===== config.mk =====
export PLATFORM = sky130hd
export DESIGN_NAME = lsu
export DESIGN_NICKNAME = d
export VERILOG_FILES = /design/src/rtl/lsu.sv
export SDC_FILE = /design/constraint.sdc
export NUM_CORES = 1
export LEC_CHECK = 0
export ABC_AREA = 1
export BUFFER_PORTS_ARGS = -buffer_cell sky130_fd_sc_hd__buf_2
export CORE_AREA = 2 2 135 71
export DETAILED_ROUTE_END_ITERATION = 10
export DIE_AREA = 0 0 137 73
export GPL_TIMING_DRIVEN = 0
export PLACE_DENSITY = 0.85
export SLEW_MARGIN = 20
export SYNTH_ARGS = -nofsm -noshare
export SYNTH_HDL_FRONTEND = slang
export SYNTH_SLANG_ARGS = --single-unit
export TNS_END_PERCENT = 20

===== constraint.sdc =====
create_clock -name clk -period 2 [get_ports clk]
set_input_delay 0.3 -clock clk [delete_from_list [all_inputs] [get_ports clk]]
set_output_delay 0.3 -clock clk [all_outputs]
set_load 0.02 [all_outputs]

===== src/rtl/lsu.sv =====
// Load/store unit: accepts one request at a time, drives a single-cycle
// synchronous-write data memory, and returns one response per request.

module lsu_byte_lane #(
  parameter int LANE = 0
) (
  input  logic        i_en,
  input  logic [1:0]  i_size,
  input  logic [1:0]  i_off,
  input  logic [31:0] i_wdata,
  output logic        o_we,
  output logic [7:0]  o_din
);
  localparam logic [1:0] LN = 2'(LANE);

  // Each lane picks its own slice of the right-aligned store data
  always_comb begin
    o_we  = 1'b0;
    o_din = i_wdata[7:0];
    case (i_size)
      2'b00: begin
        o_we  = i_en && (i_off == LN);
        o_din = i_wdata[7:0];
      end
      2'b01: begin
        o_we  = i_en && (i_off[1] == LN[1]);
        o_din = LN[0] ? i_wdata[15:8] : i_wdata[7:0];
      end
      default: begin
        o_we  = i_en;
        o_din = i_wdata[8*LANE +: 8];
      end
    endcase
  end
endmodule

module lsu (
  input  logic        clk,
  input  logic        rst,
  input  logic        req_valid,
  output logic        req_ready,
  input  logic        req_store,
  input  logic [2:0]  req_funct3,
  input  logic [31:0] req_addr,
  input  logic [31:0] req_wdata,
  output logic        resp_valid,
  input  logic        resp_ready,
  output logic [31:0] resp_rdata,
  output logic        resp_err,
  output logic        dmem_en,
  output logic [3:0]  dmem_we,
  output logic [13:0] dmem_addr,
  output logic [31:0] dmem_din,
  input  logic [31:0] dmem_dout
);
  localparam int NUM_LANES = 4;

  typedef enum logic [1:0] {IDLE, ACCESS, RESP} state_t;

  typedef struct packed {
    logic        store;
    logic [2:0]  funct3;
    logic [13:0] addr;
    logic [31:0] wdata;
  } lsu_req_t;

  state_t   r_state, w_next;
  lsu_req_t r_req;
  logic [31:0] r_rdata;
  logic        r_err;

  logic        w_accept, w_illegal, w_wr_en;
  logic [NUM_LANES-1:0]      w_we;
  logic [NUM_LANES-1:0][7:0] w_din;
  logic [7:0]  w_byte;
  logic [15:0] w_half;
  logic [31:0] w_ldata;
  logic        w_unused;

  assign w_unused = &{1'b0, req_addr[31:14]};

  assign req_ready = (r_state == IDLE) && !rst;
  assign w_accept  = req_valid && req_ready;

  always_comb begin
    w_illegal = 1'b1;
    case (req_funct3)
      3'b000:  w_illegal = 1'b0;
      3'b001:  w_illegal = req_addr[0];
      3'b010:  w_illegal = (req_addr[1:0] != 2'b00);
      3'b100:  w_illegal = req_store;
      3'b101:  w_illegal = req_store || req_addr[0];
      default: w_illegal = 1'b1;
    endcase
  end

  always_comb begin
    w_next = r_state;
    case (r_state)
      IDLE:    if (w_accept) w_next = w_illegal ? RESP : ACCESS;
      ACCESS:  w_next = RESP;
      RESP:    if (resp_ready) w_next = IDLE;
      default: w_next = IDLE;
    endcase
  end

  // rst gates the memory strobes combinationally: the memory writes on this edge
  assign dmem_en = (r_state == ACCESS) && !rst;
  assign w_wr_en = dmem_en && r_req.store;

  for (genvar g = 0; g < NUM_LANES; g++) begin : g_lane
    lsu_byte_lane #(.LANE(g)) u_lane (
      .i_en    (w_wr_en),
      .i_size  (r_req.funct3[1:0]),
      .i_off   (r_req.addr[1:0]),
      .i_wdata (r_req.wdata),
      .o_we    (w_we[g]),
      .o_din   (w_din[g])
    );
  end

  assign dmem_we   = w_we;
  assign dmem_din  = w_din;
  assign dmem_addr = r_req.addr;

  assign w_byte = dmem_dout[{r_req.addr[1:0], 3'b000} +: 8];
  assign w_half = dmem_dout[{r_req.addr[1], 4'b0000} +: 16];

  always_comb begin
    w_ldata = dmem_dout;
    case (r_req.funct3)
      3'b000:  w_ldata = {{24{w_byte[7]}}, w_byte};
      3'b001:  w_ldata = {{16{w_half[15]}}, w_half};
      3'b100:  w_ldata = {24'd0, w_byte};
      3'b101:  w_ldata = {16'd0, w_half};
      default: w_ldata = dmem_dout;
    endcase
  end

  always_ff @(posedge clk) begin
    if (rst) begin
      r_state <= IDLE;
      r_req   <= '0;
      r_rdata <= '0;
      r_err   <= 1'b0;
    end else begin
      r_state <= w_next;
      if (w_accept) begin
        r_req   <= '{store: req_store, funct3: req_funct3,
                     addr: req_addr[13:0], wdata: req_wdata};
        r_rdata <= '0;
        r_err   <= w_illegal;
      end
      if (r_state == ACCESS && !r_req.store)
        r_rdata <= w_ldata;
    end
  end

  // A response pending when reset hits is never offered
  assign resp_valid = (r_state == RESP) && !rst;
  assign resp_rdata = r_rdata;
  assign resp_err   = r_err;
endmodule

==> summary.md <==
| Metric | Value |
|---|---|
| Status | `finished clean` |
| Clk_lat worst skew | `0.34 ns` |
| Placed cell count | `898` |
| Vias | `4,733` |
| Die ar. | `10,000 um2` |
| Top-area cell type share of the netlist area | `0.377` |
| Flops & latches, synth | `85` |
| N_diodes | `0` |
| DR WL/cell | `15.5 um` |
| Most frequent cells in the layout | `buf_2 (184), nand2_1 (147), dfxtp_1 (85)` |
| Net Switching | `1.43 mW` |
| Max-slew violations | `0` |
| Max Fclk | `527 MHz` |
| Worst-path fanout max | `10` |
| Area delta synth->final | `28.3%` |
| Final setup TNS | `0 ns` |
| Seq/Total Area, Yosys | `0.377` |
| Cell area power density | `765 nW/um2` |
| Max clock buf depth | `2` |
| Root Buffer | `clkbuf_16` |
| Router iterations before antenna repair | `5` |
| Crit. End Element | `output port` |
| Worst Skew | `0.00498 ns` |
| YS warnings | `0` |
| R2R Path End | `resp_rdata[18]` |
| CTS clock-pin slew for the worst setup and hold paths | `0.06 ns` |
| Pint | `3.00 mW` |
| Startpoint Class | `flip-flop` |
| # IOs | `190` |
| Highest metal used | `met4` |
| Final std cells w/o fill | `911` |
| RSZ-0062 raised after global routing | `no` |
| Max cap viols | `0` |
| Largest area contributor in the netlist | `dfxtp_1` |
| Relative max-transition margin | `0.419` |
| Maximum VDD drop | `0.481 mV` |
| Nets@finish | `890` |
| Sw Ratio | `0.322` |
| Distinct cells, synth | `26` |
| Post-synthesis cell count | `607` |
| Final period utilization | `0.949` |
| Cell Area, Synth | `4520 um2` |
| Multiplexer share of the synthesized area | `0` |
| R2R Setup Slk | `0.37 ns` |
| CTS Sinks | `85` |
| Pwr Total | `4.43 mW` |
| Met2 wire length | `5790 um` |
| Initial Util | `0.501` |
| Crit path capture | `dmem_din[16]` |
| Syn Nets | `711` |
| Core area | `9010 um2` |
| Adder-cell share of the synthesized area | `0` |
| Top post-synthesis cells by area | `dfxtp_1 (38%), nand2_1 (12%), a211oi_2 (8.0%), nor2_1 (6.0%), a21oi_1 (5.7%)` |
| Hold Crit Class | `input pin to flip-flop` |
| Post-CTS Setup Bufs | `0` |
| Seq pwr share | `0.415` |
| Post-route cell area | `5790 um2` |
| DP Area | `5520 um2` |
| Row Count | `25` |
| Largest net degree at the start of global routing | `19` |
| Compound-Gate Fraction of Synth Area | `0.238` |
| Tmin final | `1.90 ns` |
| Final setup viols | `0` |
| Most common cell after layout, fill and taps aside | `buf_2` |
| Worst-Margin Slew | `0.871 ns` |
| Dpl ws | `0.171 ns` |
| Worst Path Arrival | `1.60 ns` |
| First-pass GRT wire length | `21,500 um` |
| Worst Path Class, Setup | `flip-flop to output port` |
| H-tree levels | `3` |
| Mean Syn Cell Area | `7.44 um2` |
| Port Buffer Count | `170` |
| Routed wl met3 | `1430 um` |
| Worst reg2reg path startpoint | `dmem_addr[1]` |
| GP Congestion | `0.970` |
| Wire length on met1 | `6840 um` |
| Fin. Hold Viols | `0` |
| Post-Synth XOR/XNOR Area | `0` |
| Setup slack after layout | `0.103 ns` |
| WL final | `14,200 um` |
| Critical path required time | `1.70 ns` |
| Critical path startpoint | `r_req[47]` |
| DIE HEIGHT | `73 um` |
| Synth Area in Simple Gates | `0.244` |
| Via/cell ratio | `5.20` |
| Gate power share | `0.241` |
| Fillers | `835` |
| Initial DRC Count | `451` |
| DRC violations left | `0` |
| Pleak | `2.73 nW` |
| Vias in the first global route | `4,234` |
| Worst Reg-to-Reg Cells | `8` |
| Die W | `137 um` |
| Layout cells sized above 1 | `0.400` |
| DP HPWL | `11,100 um` |
| Clock Power Share | `0.345` |
| Post-route ant nets | `0` |
| GRT Residual Overflow | `0` |
| Initial antenna violation count | `0` |
| CTS tree | `built` |
| GRT Util Overall | `0.283` |
| Largest family of logic cells by synthesized area | `simple AND/OR/NAND/NOR gates` |
| Cts bufs inserted | `9` |
area by class of cell:
class                           instances  area [um2]  area share
Multi-Input combinational cell        408        2190       0.378
Sequential cell                        85        1700       0.294
Timing Repair Buffer                  170         851       0.147
Buffer                                 64         442      0.0763
Clock buffer                           10         229      0.0395
Inverter                               48         190      0.0328
Tap cell                              121         151      0.0261
Clock inverter                          5        37.5     0.00648
metal layers:
layer  global-route usage  vias to the layer above
li1                     -                     2304
met1                0.417                     2180
met2                0.410                      237
met3               0.0861                       12
met4               0.0493                        0
met5                    0                        -
stage by stage:
stage                     hold WS [ns]  utilization
after global placement           0.451        0.613
after CTS                        0.191        0.642
after detailed placement         0.455        0.613
final                            0.203        0.643
after floorplan                  0.436            -
after global routing             0.197        0.643
worst max-delay path, stage by stage, from the launching register on:
cell and delay [ns]:
dfxtp_1 0.32, buf_6 0.13, clkbuf_1 0.38, nand2_1 0.12, o21ai_0 0.11, buf_2 0.20
cells in the mapped netlist (all sizes together):
master  instances
nand2         171
or2             1
buf            50
o221ai          8
nor2           75
clkbuf         16
o211ai         13
nor3            3
nand3          14
inv            48
a21oi          71
a211oi         29
o21ai          23
dfxtp          85
power by group through the flow:
stage	Combinational (mW)	Sequential, mW	Clock, mW
floorplan	0.693	1.87	0
global placement	1.03	1.87	0
detailed placement	1.05	1.87	0
CTS	1.05	1.83	1.55
global route	1.15	1.84	1.62
finish	1.07	1.84	1.53
sequential cells by signal, indices dropped and copies added, names as in the netlist:
| register | flops |
|---|---|
| r_req | 36 |
| resp_rdata | 32 |
| dmem_addr | 14 |
| r_state | 2 |
| resp_err | 1 |
how the worst min path moves through the flow:
stage / startpoint / endpoint / slack (ns) / cells past startpoint
after floorplan: req_addr[10] / dmem_addr[10] / 0.44 / 2
after global placement: resp_rdata[0] / resp_rdata[0] / 0.45 / 2
after detailed placement: resp_rdata[31] / resp_rdata[31] / 0.45 / 2
after CTS: req_addr[5] / dmem_addr[5] / 0.19 / 3
after global routing: req_addr[5] / dmem_addr[5] / 0.20 / 3
final: req_addr[2] / dmem_addr[2] / 0.20 / 3
kinds of logic (layout without fill, tap and decap cells):
group	count (synthesis)	count (layout)
AO/OA/AOI/OAI	144	144
flip-flops	85	85
AND/OR/NAND/NOR	264	264
buffers and inverters	114	297
timing repair:
action	in CTS	in global routing
hold buffers	0	0
cloned	0	0
endpoints found under the setup margin	14	20
gates resized for setup	2	6
pin swaps	0	0
Note: power is estimated with default switching activity, not from simulation.
